File: src/rtl/mult_pkg.sv
// -----------------------------------------------------------------------------
// mult_pkg
// Shared definitions for the sequential shift-add multiplier: controller state
// encoding, default operand width and the step-counter width helper.
// -----------------------------------------------------------------------------
package mult_pkg;

    localparam int DEFAULT_WIDTH = 32;

    typedef enum logic [1:0] {
        IDLE = 2'd0,
        RUN  = 2'd1,
        DONE = 2'd2
    } state_t;

    // Counter must hold 0..w-1; keep at least one bit so w=1 still elaborates.
    function automatic int cnt_width(input int w);
        return (w > 1) ? $clog2(w) : 1;
    endfunction

endpackage

File: src/rtl/mult_step.sv
// -----------------------------------------------------------------------------
// mult_step
// One combinational shift-add iteration of the unsigned multiplier.
//   hi, lo   : current partial-product halves (lo also holds the unconsumed
//              multiplier bits)
//   mcand    : multiplicand
//   hi_nxt,
//   lo_nxt   : {carry, hi + (lo[0] ? mcand : 0), lo} >> 1
// -----------------------------------------------------------------------------
module mult_step #(
    parameter int WIDTH = 32
) (
    input  logic [WIDTH-1:0] hi,
    input  logic [WIDTH-1:0] lo,
    input  logic [WIDTH-1:0] mcand,
    output logic [WIDTH-1:0] hi_nxt,
    output logic [WIDTH-1:0] lo_nxt
);

    logic [WIDTH:0] sum;   // bit WIDTH is the carry, shifted back into hi

    always_comb begin
        sum    = {1'b0, hi} + (lo[0] ? {1'b0, mcand} : '0);
        hi_nxt = sum[WIDTH:1];
        lo_nxt = {sum[0], lo[WIDTH-1:1]};
    end

endmodule

File: src/rtl/mult_ctrl.sv
// -----------------------------------------------------------------------------
// mult_ctrl
// Sequential unsigned WIDTH x WIDTH multiplier, one shift-add step per clock.
//   clk, rst_n     : clock, asynchronous active-low reset
//   start          : request; only sampled in IDLE
//   multiplicand,
//   multiplier     : operands, captured on the accepting edge
//   busy           : high while steps are running (RUN)
//   done           : one-cycle pulse, result valid (DONE)
//   product_hi/lo  : live view of the hi/lo registers; hold the result until
//                    the next accepted start
// Latency: accept at E0, steps on E1..E_WIDTH, done for the following cycle.
// -----------------------------------------------------------------------------
module mult_ctrl
    import mult_pkg::*;
#(
    parameter int WIDTH = DEFAULT_WIDTH
) (
    input  logic             clk,
    input  logic             rst_n,
    input  logic             start,
    input  logic [WIDTH-1:0] multiplicand,
    input  logic [WIDTH-1:0] multiplier,
    output logic             busy,
    output logic             done,
    output logic [WIDTH-1:0] product_hi,
    output logic [WIDTH-1:0] product_lo
);

    localparam int              CNT_W = cnt_width(WIDTH);
    localparam logic [CNT_W-1:0] LAST = CNT_W'(WIDTH - 1);

    state_t           state;
    logic [CNT_W-1:0] count;
    logic [WIDTH-1:0] hi, lo, mcand;
    logic [WIDTH-1:0] hi_nxt, lo_nxt;

    mult_step #(.WIDTH(WIDTH)) u_step (
        .hi     (hi),
        .lo     (lo),
        .mcand  (mcand),
        .hi_nxt (hi_nxt),
        .lo_nxt (lo_nxt)
    );

    // busy/done are registered alongside the state so they track it exactly.
    always_ff @(posedge clk or negedge rst_n) begin
        if (!rst_n) begin
            state <= IDLE;
            count <= '0;
            hi    <= '0;
            lo    <= '0;
            mcand <= '0;
            busy  <= 1'b0;
            done  <= 1'b0;
        end else begin
            case (state)
                IDLE: begin
                    done <= 1'b0;
                    if (start) begin
                        hi    <= '0;
                        lo    <= multiplier;
                        mcand <= multiplicand;
                        count <= '0;
                        busy  <= 1'b1;
                        state <= RUN;
                    end
                end
                RUN: begin
                    hi    <= hi_nxt;
                    lo    <= lo_nxt;
                    count <= count + CNT_W'(1);
                    if (count == LAST) begin
                        busy  <= 1'b0;
                        done  <= 1'b1;
                        state <= DONE;
                    end
                end
                DONE: begin
                    // start is ignored here; always one IDLE cycle before the next op
                    done  <= 1'b0;
                    state <= IDLE;
                end
                default: begin
                    busy  <= 1'b0;
                    done  <= 1'b0;
                    state <= IDLE;
                end
            endcase
        end
    end

    assign product_hi = hi;
    assign product_lo = lo;

endmodule

File: config.mk
export PLATFORM = sky130hd
export DESIGN_NAME = mult_ctrl
export DESIGN_NICKNAME = d
export VERILOG_FILES = /design/src/rtl/mult_pkg.sv /design/src/rtl/mult_step.sv /design/src/rtl/mult_ctrl.sv
export SDC_FILE = /design/constraint.sdc
export NUM_CORES = 1
export LEC_CHECK = 0
export CORE_MARGIN = 2
export CORE_UTILIZATION = 30
export DETAILED_ROUTE_END_ITERATION = 10
export PLACE_DENSITY = 0.53
export SLEW_MARGIN = 30
export SYNTH_ARGS = -nofsm -noshare
export SYNTH_HDL_FRONTEND = slang
export SYNTH_HIERARCHICAL = 1
export SYNTH_SLANG_ARGS = --single-unit
File: constraint.sdc
create_clock -name clk -period 2.9 [get_ports clk]
set_clock_uncertainty 0.05 [all_clocks]
set_input_delay 0.58 -clock clk [delete_from_list [all_inputs] [get_ports clk]]
set_output_delay 0.58 -clock clk [all_outputs]
set_load 0.05 [all_outputs]
==> summary.txt, run 1 <==
Clocking
  • TritonCTS clock tree: done
  • CTS clk-pin slew, worst paths: 0.08 ns
  • Clock buffer count from CTS: 9
  • Htree depth: 3
  • Root Driver: clkbuf_16
  • Clk_lat worst skew: 0.36 ns
  • CTS sink count: 105
  • Clk buf depth: 2
  • CTS hold repair buffers: 0

Logic synthesis
  • Post-synthesis register bit count: 105
  • Mean Syn Cell Area: 10.2 um^2
  • Post-synth EDFFs: 0
  • Combinational family with the most area after synthesis: compound AO/OA/AOI/OAI gates
  • Syn. warnings: 6
  • Largest area contributor in the netlist: dfrtp_1
  • Cell variety after synth: 60
  • Synth top area share: 40.7%
  • Ys async rst share: 100%
  • Cells after Synth: 635
  • Cell Area, Synth: 6460 um^2
  • Most common flop cell mapped by yosys: dfrtp_1
  • Synth area leaders: dfrtp_1 (41%), ha_1 (6.6%), mux2_2 (5.4%), mux2i_1 (5.3%), a22o_1 (4.6%)
  • Simple-gate share of the synthesized area: 11.5%
  • Synth Area in Adders: 6.89%
  • Compound-Gate Fraction of Synth Area: 18.0%
  • Post-Synth XOR/XNOR Area: 3.80%
  • Post-Synthesis Net Count: 737
  • Seq/Total Area, Yosys: 40.7%
  • Mux cell area share after synthesis: 11.0%

STA
  • Unrepaired setup endpoints after global routing: true
  • Fin. Hold Viols: 0
  • Minimum clock period after layout: 2.94 ns
  • Slew HR: 59.8%
  • Final Max Tran Viols: 0
  • Final setup fails: 1
  • Worst Tran Pin Value: 0.601 ns
  • Final WS setup: -0.0402 ns
  • Fin crit share: 101%
  • FMAX: 0.340 GHz

Global routing
  • Largest net degree at the start of global routing: 101
  • GRT Util Overall: 15.0%
  • GRT overflow: 0
  • Initial antenna violation count: 1
  • Vias in the first global route: 5281
  • First-pass GRT wire length: 27.1 mm

Layout
  • Area Overhead vs Synth: 34.5%
  • Storage cell area: 2630 um^2
  • Footprint of the multi-input gates: 3520 um^2
  • Final nets: 871
  • Final Cell Area: 8690 um^2
  • Layout cells sized above 1: 20.2%
  • Post-layout util: 41.2%
  • Filler instances: 2084
  • Post-Layout Cell Count: 1050

Placed design
  • Routability congestion estimate: 0.838
  • Placed instance count: 1029
  • Post-DP Area: 8170 um^2
  • Pre-CTS WS: -0.186 ns
  • Final HPWL DP: 12.0 mm
  • IO Port Bufs: 132

Routing
  • Drt total wl: 17.0 mm
  • Via Count: 5122
  • Initial DRC count: 201
  • Routed Antenna Nets: 0
  • TritonRoute pass-1 iters: 4
  • Vias per cell: 4.88
  • Remaining DRCs: 0
  • Wire length per cell: 16.2 um

Worst setup path
  • WS Path Type: flip-flop to flip-flop
  • Setup crit end kind: flip-flop
  • Worst-path fanout max: 20
  • Worst EP required: 3.10 ns
  • Startpoint type of the worst setup path: flip-flop
  • Slowest cell on crit path: dfrtp_2
  • Worst stage delay on the critical path: 0.44 ns
  • Arr. time, crit path: 3.14 ns
  • Critical path cell sequence: buf_12, and2_4, fa_2, a211oi_2, o211ai_1, nand3_2, nand2b_1, or4_4, a41o_1, a311o_1, a22o_1

Min path
  • Worst hold path class: input pin to async pin

Floorplanning
  • Starting density of the core: 30.6%
  • Row cnt: 53
  • I/O pin total: 133
  • Die width: 151 um
  • Die area: 22700 um^2
  • Die height: 151 um
  • Core Box Area: 21100 um^2

Run status
  • Failing checks: setup timing
  • Status: complete, but fails checks

Flow run
  • Max Cap Viol: 0
area by class of cell:
cell class	count	share of cell area, %
well taps	275	3.96
clock buffers	9	2.59
clock inverters	7	0.763
flip-flops and latches	105	30.3
repair buffers	196	21.5
multi-input cells	448	40.5
diodes	1	0.0288
inverters	9	0.389
critical path: cells and delay by family, from the launching register on:
kind                     cells  cell delay, ns
flip-flops                   1            0.44
AO/OA/AOI/OAI                5            1.07
buffers and inverters        1            0.16
adder cells (fa/ha/maj)      1            0.37
AND/OR/NAND/NOR              4            0.75
kinds of logic (layout without fill, tap and decap cells):
kind of cell               count (synthesis)  in the layout
DFF                                      105            105
and+or+nand+nor                          145            145
other                                      0              1
muxes                                     67             67
AOI/OAI and AO/OA                        173            173
xor gates and xnor gates                  28             28
adders and majority gates                 35             35
buffers and inverters                     82            221
routing by layer:
layer / GRT usage [%] / wire length [um] / vias to the layer above
met3: 2.55 / 568 / 18
met1: 19.7 / 7870 / 2482
met2: 25.3 / 8220 / 107
li1: - / - / 2515
met5: 0 / 0 / -
met4: 4.49 / 342 / 0
timing repair:
item,CTS,global route
gates resized for setup,15,24
pin swaps,8,17
setup buffers,0,4
setup endpoints to repair,7,17
worst paths after layout:
| check | end | cells past startpoint | slack (ns) | start |
|---|---|---|---|---|
| min | product_lo[15] | 1 | 0.09 | rst_n |
| min in group clk | count[3] | 1 | 0.43 | count[3] |
| max in group asynchronous | mcand[19] | 2 | 1.95 | rst_n |
| max | product_hi[29] | 11 | -0.04 | product_lo[0] |
| max reg2reg | product_hi[29] | 11 | -0.04 | product_lo[0] |
| min reg2reg | count[3] | 1 | 0.43 | count[3] |
cell usage in the layout (no fill, tap or decap), drive strengths merged, types with 4 or more instances in the layout:
cell | netlist | layout
ha | 34 | 34
xor2 | 13 | 13
o211ai | 7 | 7
mux2 | 33 | 33
o21ai | 58 | 58
a21o | 13 | 13
clkdlybuf4s50 | 0 | 131
nand2 | 59 | 59
nor3 | 5 | 5
nand3 | 7 | 7
dfrtp | 105 | 105
a21oi | 32 | 32
xnor2 | 15 | 15
a31oi | 7 | 7
and2 | 33 | 33
inv | 9 | 15
clkbuf | 21 | 9
buf | 52 | 65
nand4 | 10 | 10
mux2i | 34 | 34
nor2 | 16 | 16
o21bai | 4 | 4
a22o | 34 | 34
nand2b | 4 | 4
synthesized netlist by cell type (2+ instances only):
| cell | count |
|---|---|
| dfrtp_1 | 105 |
| nand2_1 | 59 |
| a22o_1 | 34 |
| ha_1 | 34 |
| mux2i_1 | 34 |
| and2_1 | 33 |
| o21ai_1 | 32 |
| buf_4 | 31 |
| mux2_2 | 31 |
| a21oi_1 | 30 |
| o21ai_0 | 26 |
| clkbuf_1 | 19 |
| nor2_1 | 16 |
| xnor2_1 | 15 |
| buf_2 | 13 |
| xor2_1 | 13 |
| a21o_1 | 12 |
| inv_1 | 9 |
| nand4_1 | 9 |
| a31oi_1 | 7 |
| nand3_1 | 6 |
| o211ai_1 | 6 |
| nor3_1 | 5 |
| buf_6 | 4 |
| nand2b_1 | 4 |
| o21bai_1 | 4 |
| buf_8 | 3 |
| a2111oi_2 | 2 |
| a21oi_2 | 2 |
| a311o_1 | 2 |
| clkbuf_2 | 2 |
| mux2_1 | 2 |
| nor2b_1 | 2 |
| o21a_1 | 2 |
| or2_2 | 2 |
flip-flops by register name, summed over array words and instances, names as in the netlist:
signal	flops
state	2
product_lo	32
busy	1
mcand	32
count	5
product_hi	32
done	1
per-stage QoR:
stage	TNS (ns)	hold slack [ns]
finish	-0.0402	0.0947
detailed placement	-0.682	0.423
CTS	-0.118	0.0943
floorplan	-0.115	0.234
global route	-0.457	0.113
global placement	-0.495	0.413
Power of run 1 is not shown: default switching activity piles up to over one toggle a cycle in this logic, so the estimate is an artifact.
==> run 2: changes to the inputs <==
Settings changed: CTS_CLUSTER_SIZE from default to 20.
Clock period 2.9 ns to 2.6 ns, I/O delays scaled along.
==> run 2 against run 1 <==
Against the previous run: the run still ends with setup timing left; register-to-register slack worse by 0.28 ns; first-iteration DRC count is 10% higher; utilization grew 3.3 points; worst hold slack gained 0.33 ns; clock-buffer cell count did not move; final cell count up 4.2%; sequential share of layout area shrank 2.3 points; critical path type unchanged; highest routed layer unchanged.
==> summary.txt, run 2 (same netlist as run 1, synthesis figures left out) <==
STA
  • Unrepaired setup endpoints after global routing: true (unchanged)
  • Final Max Tran Viols: 0 (unchanged)
  • Minimum clock period after layout: 2.92 ns (was 2.94 ns)
  • Final setup fails: 20 (was 1)
  • Slew HR: 62.8% (was 59.8%)
  • Worst Tran Pin Value: 0.556 ns (was 0.601 ns)
  • Fin crit share: 112% (was 101%)
  • Final WS setup: -0.317 ns (was -0.0402 ns)
  • FMAX: 0.343 GHz (was 0.340 GHz)
  • Fin. Hold Viols: 0 (unchanged)

Global routing
  • M1 GR Usage: 20.6% (was 19.7%)
  • M2 GR Usage: 26.7% (was 25.3%)
  • Met3 usage: 2.48% (was 2.55%)
  • GRT overflow: 0 (unchanged)
  • Vias in the first global route: 5509 (was 5281)
  • Largest net degree at the start of global routing: 65 (was 101)
  • Initial antenna violation count: 0 (was 1)
  • First-pass GRT wire length: 28.3 mm (was 27.1 mm)
  • Busiest grt layer: met2 (unchanged)
  • GRT Util Overall: 15.7% (was 15.0%)

Clocking
  • Htree depth: 3 (unchanged)
  • TritonCTS clock tree: done (unchanged)
  • Clock buffer count from CTS: 9 (unchanged)
  • Root Driver: clkbuf_16 (unchanged)
  • Clk_lat worst skew: 0.36 ns (about the same)
  • CTS sink count: 105 (unchanged)
  • Clk buf depth: 2 (unchanged)
  • CTS clk-pin slew, worst paths: 0.08 ns (about the same)

Layout
  • Commonest non-fill, non-tap cell in the layout: clkdlybuf4s50_1 (unchanged)
  • Diode count: 0 (was 1)
  • Storage cell area: 2630 um^2 (unchanged)
  • Layout cells sized above 1: 28.3% (was 20.2%)
  • Commonest non-fill, non-tap cells in the layout: clkdlybuf4s50_1 (131), dfrtp_1 (104), buf_4 (92) (was clkdlybuf4s50_1 (131), dfrtp_1 (104), buf_4 (59))
  • Footprint of the multi-input gates: 3830 um^2 (was 3520 um^2)
  • Filler instances: 1990 (was 2084)
  • Final nets: 916 (was 871)
  • Area Overhead vs Synth: 45.4% (was 34.5%)
  • Final Cell Area: 9390 um^2 (was 8690 um^2)

Worst setup path
  • R2R Setup Slk: -0.32 ns (was -0.04 ns)
  • Worst stage delay on the critical path: 0.44 ns (about the same)
  • Worst-path fanout max: 4 (was 20)
  • Critical path cell sequence: and2_4, ha_4, fa_2, a211oi_2, o211ai_1, nand3_2, nand2b_1, or4_4, a41o_1, a311o_1, a22o_1 (was buf_12, and2_4, fa_2, a211oi_2, o211ai_1, nand3_2, nand2b_1, or4_4, a41o_1, a311o_1, a22o_1)
  • Startpoint type of the worst setup path: flip-flop (unchanged)
  • Worst EP required: 2.80 ns (was 3.10 ns)
  • Slowest cell on crit path: dfrtp_2 (unchanged)
  • Arr. time, crit path: 3.12 ns (was 3.14 ns)
  • Setup crit end kind: flip-flop (unchanged)
  • WS Path Type: flip-flop to flip-flop (unchanged)

Run status
  • Status: complete, but fails checks (unchanged)
  • Failing checks: setup timing (unchanged)

Placed design
  • Post-DP Area: 8480 um^2 (was 8170 um^2)
  • Routability congestion estimate: 0.845 (was 0.838)
  • Final HPWL DP: 12.6 mm (was 12.0 mm)
  • IO Port Bufs: 132 (unchanged)

Floorplanning
  • Core Box Area: 21100 um^2 (unchanged)
  • Die width: 151 um (unchanged)
  • Starting density of the core: 30.6% (unchanged)
  • I/O pin total: 133 (unchanged)
  • Die area: 22700 um^2 (unchanged)
  • Die height: 151 um (unchanged)
  • Row cnt: 53 (unchanged)

Routing
  • Routed Antenna Nets: 0 (unchanged)
  • Drt total wl: 17.6 mm (was 17.0 mm)
  • Remaining DRCs: 0 (unchanged)
  • Initial DRC count: 221 (was 201)
  • Via Count: 5360 (was 5122)
  • Vias per cell: 4.90 (was 4.88)
  • Wire length per cell: 16.1 um (was 16.2 um)
  • TritonRoute pass-1 iters: 4 (unchanged)

Flow run
  • Max Cap Viol: 0 (unchanged)

Min path
  • Worst hold path class: flip-flop to flip-flop (was input pin to async pin)
## run 2: cell types whose count changed in the layout (fill, tap and decap cells not counted), moves of 6 or more
cell,before,now
ha_4,3,19
buf_6,1,12
ha_1,28,15
buf_4,59,92
o21ai_0,21,15
## run 2: final cells by class
type | instances | area share [%]
Clock inverter | 7 | 0.879
Clock buffer | 9 | 2.40
Inverter | 9 | 0.360
Sequential cell | 105 | 28.0
Multi-Input combinational cell | 448 | 40.8
Tap cell | 275 | 3.66
Timing Repair Buffer | 241 | 23.9
## run 2: path summary, 6_finish.rpt
check | from | depth (start not counted) | to
max in group asynchronous | rst_n | 3 | product_lo[24]
min in group asynchronous | rst_n | 2 | product_lo[8]
hold reg to reg | count[3] | 1 | count[3]
hold / removal | count[3] | 1 | count[3]
setup / recovery | product_lo[0] | 11 | product_hi[29]
setup reg to reg | product_lo[0] | 11 | product_hi[29]
## run 2: critical path, delay by kind of cell, from the launching register on
family | cells | cell delay, ns
flops | 1 | 0.44
compound gates | 5 | 1.02
fa+ha+maj | 2 | 0.54
simple gates | 4 | 0.76
## run 2: through the flow
step                TNS (ns)  worst slack, ns  hold slack [ns]  instances  util (%)
floorplan              -2.28           -0.392            0.174        635         -
global placement       -4.26           -0.387            0.398       1067      40.2
detailed placement     -4.80           -0.444            0.402       1067      40.2
CTS                    -3.58           -0.351            0.436       1089      43.5
global route           -5.87           -0.467            0.449       1094      44.5
finish                 -3.13           -0.317            0.427       1094      44.5
## run 2: timing repair
action | in CTS | in global routing
resized for setup | 51 | 41
endpoints found under the setup margin | 19 | 22
buffers inserted | 5 | 5
pin swaps | 23 | 31
hold buffers | 1 | 0
cloned | 0 | 0
hold endpoints to repair | 5 | 0
## run 2: layer usage
| metal | share of wire (%) | vias up |
|---|---|---|
| met5 | 0 | - |
| met3 | 3.1 | 12 |
| met4 | 1.3 | 0 |
| li1 | - | 2616 |
| met2 | 50 | 98 |
| met1 | 46 | 2634 |
Power of run 2 is left out for the same reason.
